File: src/rtl/bin_to_bcd6.sv
// ============================================================================
// Module   : bin_to_bcd6
// Purpose  : Sequential 20-bit binary to six-digit BCD converter (double dabble)
//            with saturation, leading-zero blank mask and overflow flag.
// Revision : 1.0  initial release
// ============================================================================
`timescale 1ns/1ps
`default_nettype none

module bin_to_bcd6 #(
  parameter int BIN_W   = 20,
  parameter int DIGITS  = 6,
  parameter int MAX_VAL = 999999
) (
  input  logic                  sys_clk,
  input  logic                  sys_rst_n,
  input  logic [BIN_W-1:0]      in_data,
  input  logic                  in_valid,
  output logic                  in_ready,
  output logic [4*DIGITS-1:0]   bcd,
  output logic [DIGITS-1:0]     digit_blank,
  output logic                  ovf,
  output logic                  bcd_valid
);

  localparam int                  BCD_W     = 4 * DIGITS;
  localparam int                  ITER_W    = $clog2(BIN_W);
  localparam logic [BIN_W-1:0]    SAT_VAL   = BIN_W'(MAX_VAL);
  localparam logic [ITER_W-1:0]   LAST_ITER = ITER_W'(BIN_W - 1);
  localparam logic [DIGITS-1:0]   BLANK_RST = {{(DIGITS-1){1'b1}}, 1'b0};

  typedef enum logic [1:0] {
    IDLE  = 2'd0,
    SHIFT = 2'd1,
    DONE  = 2'd2
  } state_t;

  state_t              state;
  state_t              state_nxt;

  logic [BIN_W-1:0]    bin_q;
  logic [BCD_W-1:0]    work_q;
  logic [BCD_W-1:0]    work_adj;
  logic [ITER_W-1:0]   iter_q;
  logic                ovf_pend_q;
  logic [DIGITS-1:0]   blank_nxt;
  logic                accept;

  assign in_ready = (state == IDLE);
  assign accept   = in_valid && in_ready;

  // ---------------------------------------------------------------------------
  // Control FSM
  // ---------------------------------------------------------------------------
  always_ff @(posedge sys_clk or negedge sys_rst_n) begin
    if (!sys_rst_n) begin
      state <= IDLE;
    end else begin
      state <= state_nxt;
    end
  end

  always_comb begin
    state_nxt = state;
    case (state)
      IDLE:    if (accept) state_nxt = SHIFT;
      SHIFT:   if (iter_q == LAST_ITER) state_nxt = DONE;
      DONE:    state_nxt = IDLE;
      default: state_nxt = IDLE;
    endcase
  end

  // ---------------------------------------------------------------------------
  // Add-3 correction: every nibble >= 5 is bumped before the shift so that the
  // doubling carries correctly into the next decimal digit.
  // ---------------------------------------------------------------------------
  generate
    for (genvar d = 0; d < DIGITS; d++) begin : g_adj
      assign work_adj[4*d +: 4] = (work_q[4*d +: 4] >= 4'd5)
                                ? work_q[4*d +: 4] + 4'd3
                                : work_q[4*d +: 4];
    end
  endgenerate

  // A digit is blanked when it and every more significant digit are zero.
  assign blank_nxt[DIGITS-1] = (work_q[BCD_W-1 -: 4] == 4'd0);
  assign blank_nxt[0]        = 1'b0;

  generate
    for (genvar d = 1; d < DIGITS-1; d++) begin : g_blank
      assign blank_nxt[d] = blank_nxt[d+1] && (work_q[4*d +: 4] == 4'd0);
    end
  endgenerate

  // ---------------------------------------------------------------------------
  // Conversion datapath
  // ---------------------------------------------------------------------------
  always_ff @(posedge sys_clk or negedge sys_rst_n) begin
    if (!sys_rst_n) begin
      bin_q      <= '0;
      work_q     <= '0;
      iter_q     <= '0;
      ovf_pend_q <= 1'b0;
    end else begin
      case (state)
        IDLE: begin
          if (accept) begin
            if (in_data > SAT_VAL) begin
              bin_q      <= SAT_VAL;
              ovf_pend_q <= 1'b1;
            end else begin
              bin_q      <= in_data;
              ovf_pend_q <= 1'b0;
            end
            work_q <= '0;
            iter_q <= '0;
          end
        end
        SHIFT: begin
          work_q <= {work_adj[BCD_W-2:0], bin_q[BIN_W-1]};
          bin_q  <= {bin_q[BIN_W-2:0], 1'b0};
          iter_q <= iter_q + 1'b1;
        end
        default: begin
        end
      endcase
    end
  end

  // ---------------------------------------------------------------------------
  // Held result registers, updated only in DONE
  // ---------------------------------------------------------------------------
  always_ff @(posedge sys_clk or negedge sys_rst_n) begin
    if (!sys_rst_n) begin
      bcd         <= '0;
      digit_blank <= BLANK_RST;
      ovf         <= 1'b0;
      bcd_valid   <= 1'b0;
    end else begin
      bcd_valid <= (state == DONE);
      if (state == DONE) begin
        bcd         <= work_q;
        digit_blank <= blank_nxt;
        ovf         <= ovf_pend_q;
      end
    end
  end

endmodule

`default_nettype wire
File: config.mk
export PLATFORM = sky130hd
export DESIGN_NAME = bin_to_bcd6
export DESIGN_NICKNAME = d
export VERILOG_FILES = /design/src/rtl/bin_to_bcd6.sv
export SDC_FILE = /design/constraint.sdc
export NUM_CORES = 1
export LEC_CHECK = 0
export ABC_AREA = 1
export CAP_MARGIN = 15
export CORE_MARGIN = 3
export CORE_UTILIZATION = 57
export CTS_CLUSTER_DIAMETER = 150
export CTS_CLUSTER_SIZE = 14
export DETAILED_ROUTE_END_ITERATION = 16
export DONT_BUFFER_PORTS = 1
export MAX_ROUTING_LAYER = met4
export PLACE_DENSITY_LB_ADDON = 0.15
export SETUP_SLACK_MARGIN = 0.2
export SKIP_CTS_REPAIR_TIMING = 1
export SLEW_MARGIN = 5
export SYNTH_ARGS = -nofsm -noshare
export SYNTH_HDL_FRONTEND = slang
export SYNTH_SLANG_ARGS = --single-unit
File: constraint.sdc
create_clock -name sys_clk -period 1.49 [get_ports sys_clk]
set_clock_uncertainty 0.15 [all_clocks]
set_input_delay 0.298 -clock sys_clk [delete_from_list [all_inputs] [get_ports sys_clk]]
set_output_delay 0.298 -clock sys_clk [all_outputs]
set_load 0.1 [all_outputs]
-- Yosys cells after proc, flatten, opt, wreduce, memory -nomap -nowiden
Cells that the tools add are included.
- multiplexer cells: 17
- equality and inequality tests: 5
- $lt $le $gt $ge: 7
- reduce and logical (&&, ||, !) cells: 15
- add/sub/neg operators: 7
- operators with widths (cell ; number):
    $pmux W24 S2 ; 1
    $mux W20 ; 2
    $pmux W20 S2 ; 1
    $ge A4 B3 Y1 const B ; 6
    $mux W24 ; 1
    $add A4 B2 Y4 const B ; 5
    $gt A20 B20 Y1 const B ; 1
    $logic_not A4 Y1 ; 5
    $mux W4 ; 5
    $pmux W5 S2 ; 1
    $reduce_and A2 Y1 ; 3
    $add A5 B1 Y5 const B ; 1
    $eq A5 B5 Y1 const B ; 1
    $logic_and A1 B1 Y1 ; 5
    $mux W5 ; 1
    $mux W2 ; 2
    $pmux W2 S2 ; 1
    $add A3 B2 Y3 const B ; 1
    $mux W3 ; 1
    $eq A2 B1 Y1 const B ; 1
    $eq A2 B2 Y1 const B ; 1
    $logic_not A2 Y1 ; 1
    $ne A2 B1 Y1 const B ; 1
    $ne A2 B2 Y1 const B ; 1
    other kinds (2) ; 2
- register bits after elaboration: 83
- output and inout port bits: 33
- word-level logic and storage cells: 60
- input bits: 23

-- Logic depth before layout (Yosys ltp)
Gate-level depths: netlist of the first run.
- word-level depth: 5
- gate-level depth with buffers: 9
- mapped depth without buffers: 9

-- Worst setup path before layout of the first run
OpenSTA, ideal clock, no wires.
- path type: register to register
- start: register state[0]
- end: register bin_q[13]
- library setup time: 125 ps
- required time: 1215 ps
- cell stages (with the launch flop): 8
- path slack: -755 ps
- path buffers: 1
- arrival time: 1970 ps
- period minus slack after synthesis: 2245 ps
- cell sequence: dfrtp_1 -> nor2_2 -> nand2_2 -> nand2_4 -> inv_4 -> buf_6 -> a22oi_2 -> o21ai_1
- cells in the longest elaborated chain, start to end: 4
- elaborated cells on any way between the ends: 7
- classes of those cells: eq/ne: 2; mux: 1; reduce/logical: 4
- ends and longest elaborated chain (item ; line ; source):
    start: declaration ; 38 ; state_t state;
    start signal: assignment ; 59 ; state <= state_nxt;
    $logic_not A2 Y1 * ; 49 ; assign in_ready = (state == IDLE);
    named net in_ready ; 19 ; output logic in_ready,
    $logic_and A1 B1 Y1 ; 50 ; assign accept = in_valid && in_ready;
    $ne A2 B1 Y1 (no line) ; -- ;
    $reduce_and A2 Y1 (no line) ; -- ;
    end signal: assignment ; 112 ; bin_q <= in_data;
    end signal: assignment ; 121 ; bin_q <= {bin_q[BIN_W-2:0], 1'b0};
    end: declaration ; 41 ; logic [BIN_W-1:0] bin_q;
The timed path passes the listed nets; every way through them passes the cells marked *.
A chain may end at the register's enable or synchronous reset.

-- Worst setup path after layout of the first run
- start: register state[1]
- end: register work_q[15]
- cells in the longest elaborated chain, start to end: 4
- elaborated cells on any way between the ends: 7
- classes of those cells: eq/ne: 2; mux: 1; reduce/logical: 4
- ends and longest elaborated chain (item ; line ; source):
    $logic_not A2 Y1 ; 49, 105 ;
    $logic_and A1 B1 Y1 ; 50 ;
    $ne A2 B1 Y1 (no line) ; -- ;
    $reduce_and A2 Y1 (no line) ; -- ;
    end signal: assignment ; 120 ; work_q <= {work_adj[BCD_W-2:0], bin_q[BIN_W-1]};
    end: declaration ; 42 ; logic [BCD_W-1:0] work_q;
Several ways; a longest one is shown, not always the timed one.

==> reports/results.ini, run 1 <==
[outcome]
status = finished, violations left
failed_checks = hold timing, setup timing

[worst_setup_path]
path_max_fanout = 6
crit_chain = nor2_4 -> buf_4 -> nand2_4 -> nand2_8 -> buf_6 -> buf_8 -> o22ai_1
start_kind = flop
crit_path_end_kind = flop
worstSetupPathType = flop to flop
critPathArrivalTime_ns = 1.75
critPathSlowestCell = dfrtp_1
crit_buf_inv = 3
worstPathRequired_ns = 1.60
max_stage_delay_ns = 0.44
path_delay_family = flip-flops

[routing]
drtAntennaViolNets = 0
firstDrtPassIters = 5
vias_per_cell = 5.76
wl_um = 11800
vias = 3747
wl_per_cell_um = 18.1
drtIter0Drc = 300
drc = 0

[synth]
synth_edf_count = 0
synth_area_leader_cell = dfrtp_1
synth_nets = 519
yosys.cell_count.top_type = nand2_1
ys_types = 32
ys.flop_type = dfrtp_1
synth_area_leaders = dfrtp_1 48%, nand2_1 11%, ha_1 5.3%, o21ai_0 5.2%, nor2_1 4.8%
yosysWarnings = 0
synth_top_area_share = 0.482
ys_seq_elements = 83
yosysSeqAreaShare = 0.515
synth_area_per_cell_sq_um = 8.45
syn_area_sq_um = 4050
synthCells = 479
synth_common_cells = 116 x nand2_1, 78 x dfrtp_1, 52 x nor2_1, 46 x inv_1, 42 x o21ai_0
synthArstFlopShare = 1.00

[clocking]
insertion_delay_ns = 0.37
cts_buffers = 9
cts_tree = done
htreeDepth = 3
clk_pin_slew_ns = 0.09
cts_root_buffer = clkbuf_8
cts_buffer_depth = 2
cts.sinks = 83

[grt]
grt_pass1_vias = 3060
grt_antenna_before_repair = 0
grtUsageMet1 = 0.268
grt_max_degree = 84
grtUsageMet2 = 0.335
grtUsageTotal = 0.212
grt_remaining_overflow = 0
grt_first_pass_wirelength_um = 13700
use_met3 = 0.0350
grt-busiest-layer = met2

[sta]
fmax_mhz = 613
slew_violations = 0
rsz0062_at_grt = yes
whs_ns = -0.536
fin_crit_ns = 1.63
fin_crit_sh = 1.10
hold_viol_final = 88
fin_setup_tns_ns = -2.94
setup_slack_ns = -0.142
setup-violations-final = 49

[die]
num_rows = 30
die_area_sq_um = 8150
core_sq_um = 6830
start_util = 0.592
die_w_um = 90.3
chipHeight_um = 90.3
io_pins = 56

[placed_design]
hpwlAfterDp_um = 5550
dp_cells = 580
gp_congestion = 0.874
portBuffers = 0

[layout]
area_growth_pct = 40.3
drive_above_1_share = 0.357
nets = 589
final_cells = 650
n_antenna_cell = 0

[worst_hold_path]
hp-class = primary input to asynchronous set/reset pin

[flow_run]
max-cap-violations = 0

==> flip-flops by register name, indices dropped and copies added, names as in the netlist <==
| name | flops |
|---|---|
| bcd | 24 |
| bcd_valid | 1 |
| bin_q | 20 |
| digit_blank | 5 |
| iter_q | 5 |
| ovf | 1 |
| ovf_pend_q | 1 |
| state | 2 |
| work_q | 24 |
==> kinds of logic (layout without fill, tap and decap cells) <==
group                      after synthesis  in the layout  share of synthesized area
adders and majority gates               17             17                     0.0526
other                                    1              1                   0.000927
buffers and inverters                   67            142                     0.0717
muxes                                    1              1                    0.00247
xor gates and xnor gates                 2              2                    0.00433
AOI/OAI and AO/OA                      109            109                      0.154
and+or+nand+nor                        199            199                      0.199
DFF                                     83             83                      0.515
==> layout make-up <==
class / instances / area (sq um)
timing repair inverter: 2 / 20.0
fill: 388 / 1160
multi-input combinational: 329 / 2070
clock inverter: 3 / 15.0
timing repair buffer: 75 / 892
inverter: 49 / 220
tap: 96 / 120
clock buffer: 13 / 159
sequential: 83 / 2180
==> placed cells by master, fill, tap and decap left out, types with 3 or more instances in the layout <==
cell,synthesis,layout
inv_2,2,17
buf_4,4,31
clkbuf_16,0,6
a22oi_2,3,6
nor2_1,52,36
nand3_1,23,17
o21ai_2,1,7
dlygate4sd3_1,0,11
a21oi_1,8,7
ha_4,0,11
nand2_2,2,5
inv_1,46,28
dfstp_2,5,5
o211ai_1,5,5
nand2_1,116,111
clkinv_2,0,3
buf_12,0,10
nor2_2,1,10
dfrtp_1,78,51
buf_6,1,15
nor2_4,0,7
o21ai_0,42,32
nand3_2,0,4
o21ai_1,33,37
ha_1,17,4
o22ai_1,7,4
dfrtp_4,0,25
clkbuf_8,0,11
==> per-layer routing <==
| metal | share of wire | routed length (um) |
|---|---|---|
| met1 | 0.39 | 4630 |
| met2 | 0.51 | 5960 |
| met3 | 0.064 | 752 |
| met4 | 0.037 | 431 |
| met5 | 0 | 0 |
==> worst reg2reg max path: stages (launching register included) <==
cell and delay (ns):
dfrtp_1 0.44, nor2_4 0.07, buf_4 0.14, nand2_4 0.11
nand2_8 0.12, buf_6 0.16, buf_8 0.13, o22ai_1 0.23
==> metrics by stage <==
stage / utilization / setup slack [ns] / area, sq um
after global placement: 0.638 / 0.0214 / 4360
after floorplan: - / -0.330 / 4100
after detailed placement: 0.638 / -0.0978 / 4360
after CTS: 0.664 / -0.229 / 4530
final: 0.831 / -0.142 / 5680
after global routing: 0.831 / -0.197 / 5680
==> worst paths after layout <==
check / to / slack, ns / cells after the start / start
worst min-delay path: bcd[14]$_DFFE_PN0P_ / -0.54 / 0 / sys_rst_n
min in group sys_clk: bin_q[18]$_DFFE_PN0P_ / -0.04 / 2 / in_data[18]
worst max register to register: work_q[15]$_DFFE_PN0P_ / -0.14 / 7 / state[1]$_DFFE_PN0P_
max in group asynchronous: digit_blank[5]$_DFFE_PN1P_ / 1.49 / 0 / sys_rst_n
worst min register to register: digit_blank[4]$_DFFE_PN1P_ / 0.34 / 2 / digit_blank[4]$_DFFE_PN1P_
worst max-delay path: work_q[15]$_DFFE_PN0P_ / -0.14 / 7 / state[1]$_DFFE_PN0P_
Power of run 1 is not shown: default switching activity piles up to over one toggle a cycle in this logic, so the estimate is an artifact.
==> inputs of run 2 (changes only) <==
--- a/config.mk
+++ b/config.mk
@@ -8,13 +8,13 @@
 export ABC_AREA = 1
 export CAP_MARGIN = 15
 export CORE_MARGIN = 3
-export CORE_UTILIZATION = 57
+export CORE_UTILIZATION = 45
 export CTS_CLUSTER_DIAMETER = 150
 export CTS_CLUSTER_SIZE = 14
 export DETAILED_ROUTE_END_ITERATION = 16
 export DONT_BUFFER_PORTS = 1
 export MAX_ROUTING_LAYER = met4
-export PLACE_DENSITY_LB_ADDON = 0.15
+export PLACE_DENSITY_LB_ADDON = 0.25
 export SETUP_SLACK_MARGIN = 0.2
 export SKIP_CTS_REPAIR_TIMING = 1
 export SLEW_MARGIN = 5
==> run 2 against run 1 <==
Against the previous run: the flow still finishes with violations (hold timing, setup timing); final cell count decreased by 0.62%; utilization shrank 18 points; die area up 25%; sequential cell count did not move; via count is 7.9% lower.
==> reports/results.ini, run 2 (synthesis gave the netlist of run 1 again) <==
[outcome]
status = finished, violations left  ; unchanged
failed_checks = hold timing, setup timing  ; unchanged

[sta]
fmax_mhz = 624  ; was 613 MHz
hold_viol_final = 84  ; was 88
setup-violations-final = 42  ; was 49
rsz0062_at_grt = yes  ; unchanged
fin_crit_sh = 1.08  ; was 1.10
slew_violations = 0  ; unchanged
whs_ns = -0.522  ; was -0.536 ns
setup_slack_ns = -0.114  ; was -0.142 ns
fin_crit_ns = 1.60  ; was 1.63 ns

[worst_setup_path]
critPathArrivalTime_ns = 1.68  ; was 1.75 ns
crit_path_end_kind = flop  ; unchanged
path_max_fanout = 6  ; unchanged
worstPathRequired_ns = 1.57  ; was 1.60 ns
worstSetupPathType = flop to flop  ; unchanged
start_kind = flop  ; unchanged

[routing]
wl_per_cell_um = 15.0  ; was 18.1 um
drtIter0Drc = 141  ; was 300
drtAntennaViolNets = 0  ; unchanged
vias = 3451  ; was 3,747
firstDrtPassIters = 5  ; unchanged
vias_per_cell = 5.34  ; was 5.76
wl_um = 9720  ; was 11,800 um
drc = 0  ; unchanged

[die]
chipHeight_um = 101  ; was 90.3 um
io_pins = 56  ; unchanged
die_area_sq_um = 10200  ; was 8150 sq um
start_util = 0.478  ; was 0.592
core_sq_um = 8460  ; was 6830 sq um
num_rows = 33  ; was 30
die_w_um = 101  ; was 90.3 um

[worst_hold_path]
hp-class = primary input to asynchronous set/reset pin  ; unchanged

[layout]
fill_cells = 670  ; was 388
final_cell_mix = 111 x nand2_1, 51 x dfrtp_1, 37 x nor2_1, 37 x o21ai_1, 34 x o21ai_0  ; was 111 x nand2_1, 51 x dfrtp_1, 37 x o21ai_1
largest_registers = bcd: 24 flops, work_q: 24 flops, bin_q: 20 flops  ; unchanged
nets = 576  ; was 589
area_growth_pct = 35.2  ; was 40.3%
n_antenna_cell = 0  ; unchanged
final_cells = 646  ; was 650
stdcell_area_sq_um = 5470  ; was 5680 sq um
final_common_cell = nand2_1  ; unchanged
drive_above_1_share = 0.327  ; was 0.357

[grt]
grt_max_degree = 84  ; unchanged
grt_remaining_overflow = 0  ; unchanged
grt_first_pass_wirelength_um = 14600  ; was 13,700 um
grt_pass1_vias = 3245  ; was 3,060
grtUsageTotal = 0.184  ; was 0.212
grt_antenna_before_repair = 0  ; unchanged

[placed_design]
hpwlAfterDp_um = 5650  ; was 5550 um
place_area_sq_um = 4380  ; was 4360 sq um
gp_congestion = 0.845  ; was 0.874
dp_cells = 587  ; was 580
portBuffers = 0  ; unchanged

[clocking]
cts_tree = done  ; unchanged
htreeDepth = 3  ; unchanged
clk_pin_slew_ns = 0.09  ; about the same
cts_root_buffer = clkbuf_8  ; unchanged
insertion_delay_ns = 0.35  ; was 0.37 ns
cts_buffer_depth = 2  ; unchanged
cts_buffers = 9  ; unchanged
cts.sinks = 83  ; unchanged

[flow_run]
max-cap-violations = 0  ; unchanged

[run 2: critical path, stage by stage (launching register included)]
cell	delay, ns
dfrtp_1	0.34
inv_2	0.08
buf_4	0.16
ha_4	0.16
nor2_4	0.13
nor2_1	0.07
nor2_1	0.18
nand2_1	0.08
nand3_1	0.06
o21ai_1	0.06
[run 2: per-layer routing]
layer | vias to the layer above | wire length (um) | track usage
met3 | 18 | 414 | 0.0318
li1 | 1679 | - | -
met5 | - | 0 | -
met1 | 1662 | 4250 | 0.234
met4 | 0 | 185 | 0.0902
met2 | 92 | 4870 | 0.286
[run 2: cell type report]
cell class / count / area, sq um / share of cell area
clock buffers: 12 / 155 / 0.0284
well taps: 105 / 131 / 0.0240
repair inverters: 1 / 6.26 / 0.00114
flip-flops and latches: 83 / 2180 / 0.399
clock inverters: 4 / 50.0 / 0.00915
repair buffers: 63 / 719 / 0.131
multi-input cells: 329 / 2020 / 0.369
inverters: 49 / 206 / 0.0377
[run 2: metrics by stage]
| step | hold WS, ns | utilization | worst slack (ns) | setup TNS, ns |
|---|---|---|---|---|
| floorplan | -0.148 | - | -0.330 | -12.02 |
| global placement | -0.145 | 0.518 | -0.00807 | -0.0102 |
| detailed placement | -0.145 | 0.518 | -0.0976 | -0.369 |
| CTS | -0.538 | 0.542 | -0.245 | -1.45 |
| global route | -0.544 | 0.646 | -0.221 | -4.69 |
| finish | -0.522 | 0.646 | -0.114 | -2.01 |
[run 2: final timing paths]
kind	from	to	slack [ns]	cells after the start
min	sys_rst_n	bcd[12]$_DFFE_PN0P_	-0.52	0
min reg2reg	iter_q[4]$_DFFE_PN0P_	iter_q[4]$_DFFE_PN0P_	0.33	1
min in group sys_clk	in_valid	state[0]$_DFFE_PN0P_	-0.02	2
max	work_q[13]$_DFFE_PN0P_	work_q[14]$_DFFE_PN0P_	-0.11	9
max reg2reg	work_q[13]$_DFFE_PN0P_	work_q[14]$_DFFE_PN0P_	-0.11	9
max in group asynchronous	sys_rst_n	digit_blank[2]$_DFFE_PN1P_	1.49	0
Power of run 2 is left out for the same reason.
==> inputs of run 3 (changes only) <==
--- a/config.mk
+++ b/config.mk
@@ -10,7 +10,7 @@
 export CORE_MARGIN = 3
 export CORE_UTILIZATION = 45
 export CTS_CLUSTER_DIAMETER = 150
-export CTS_CLUSTER_SIZE = 14
+export CTS_CLUSTER_SIZE = 28
 export DETAILED_ROUTE_END_ITERATION = 16
 export DONT_BUFFER_PORTS = 1
 export MAX_ROUTING_LAYER = met4
==> results of run 3 <==
Same layout as run 2: the final DEF is identical, and so are final timing and power.
Power of run 3 is left out for the same reason.
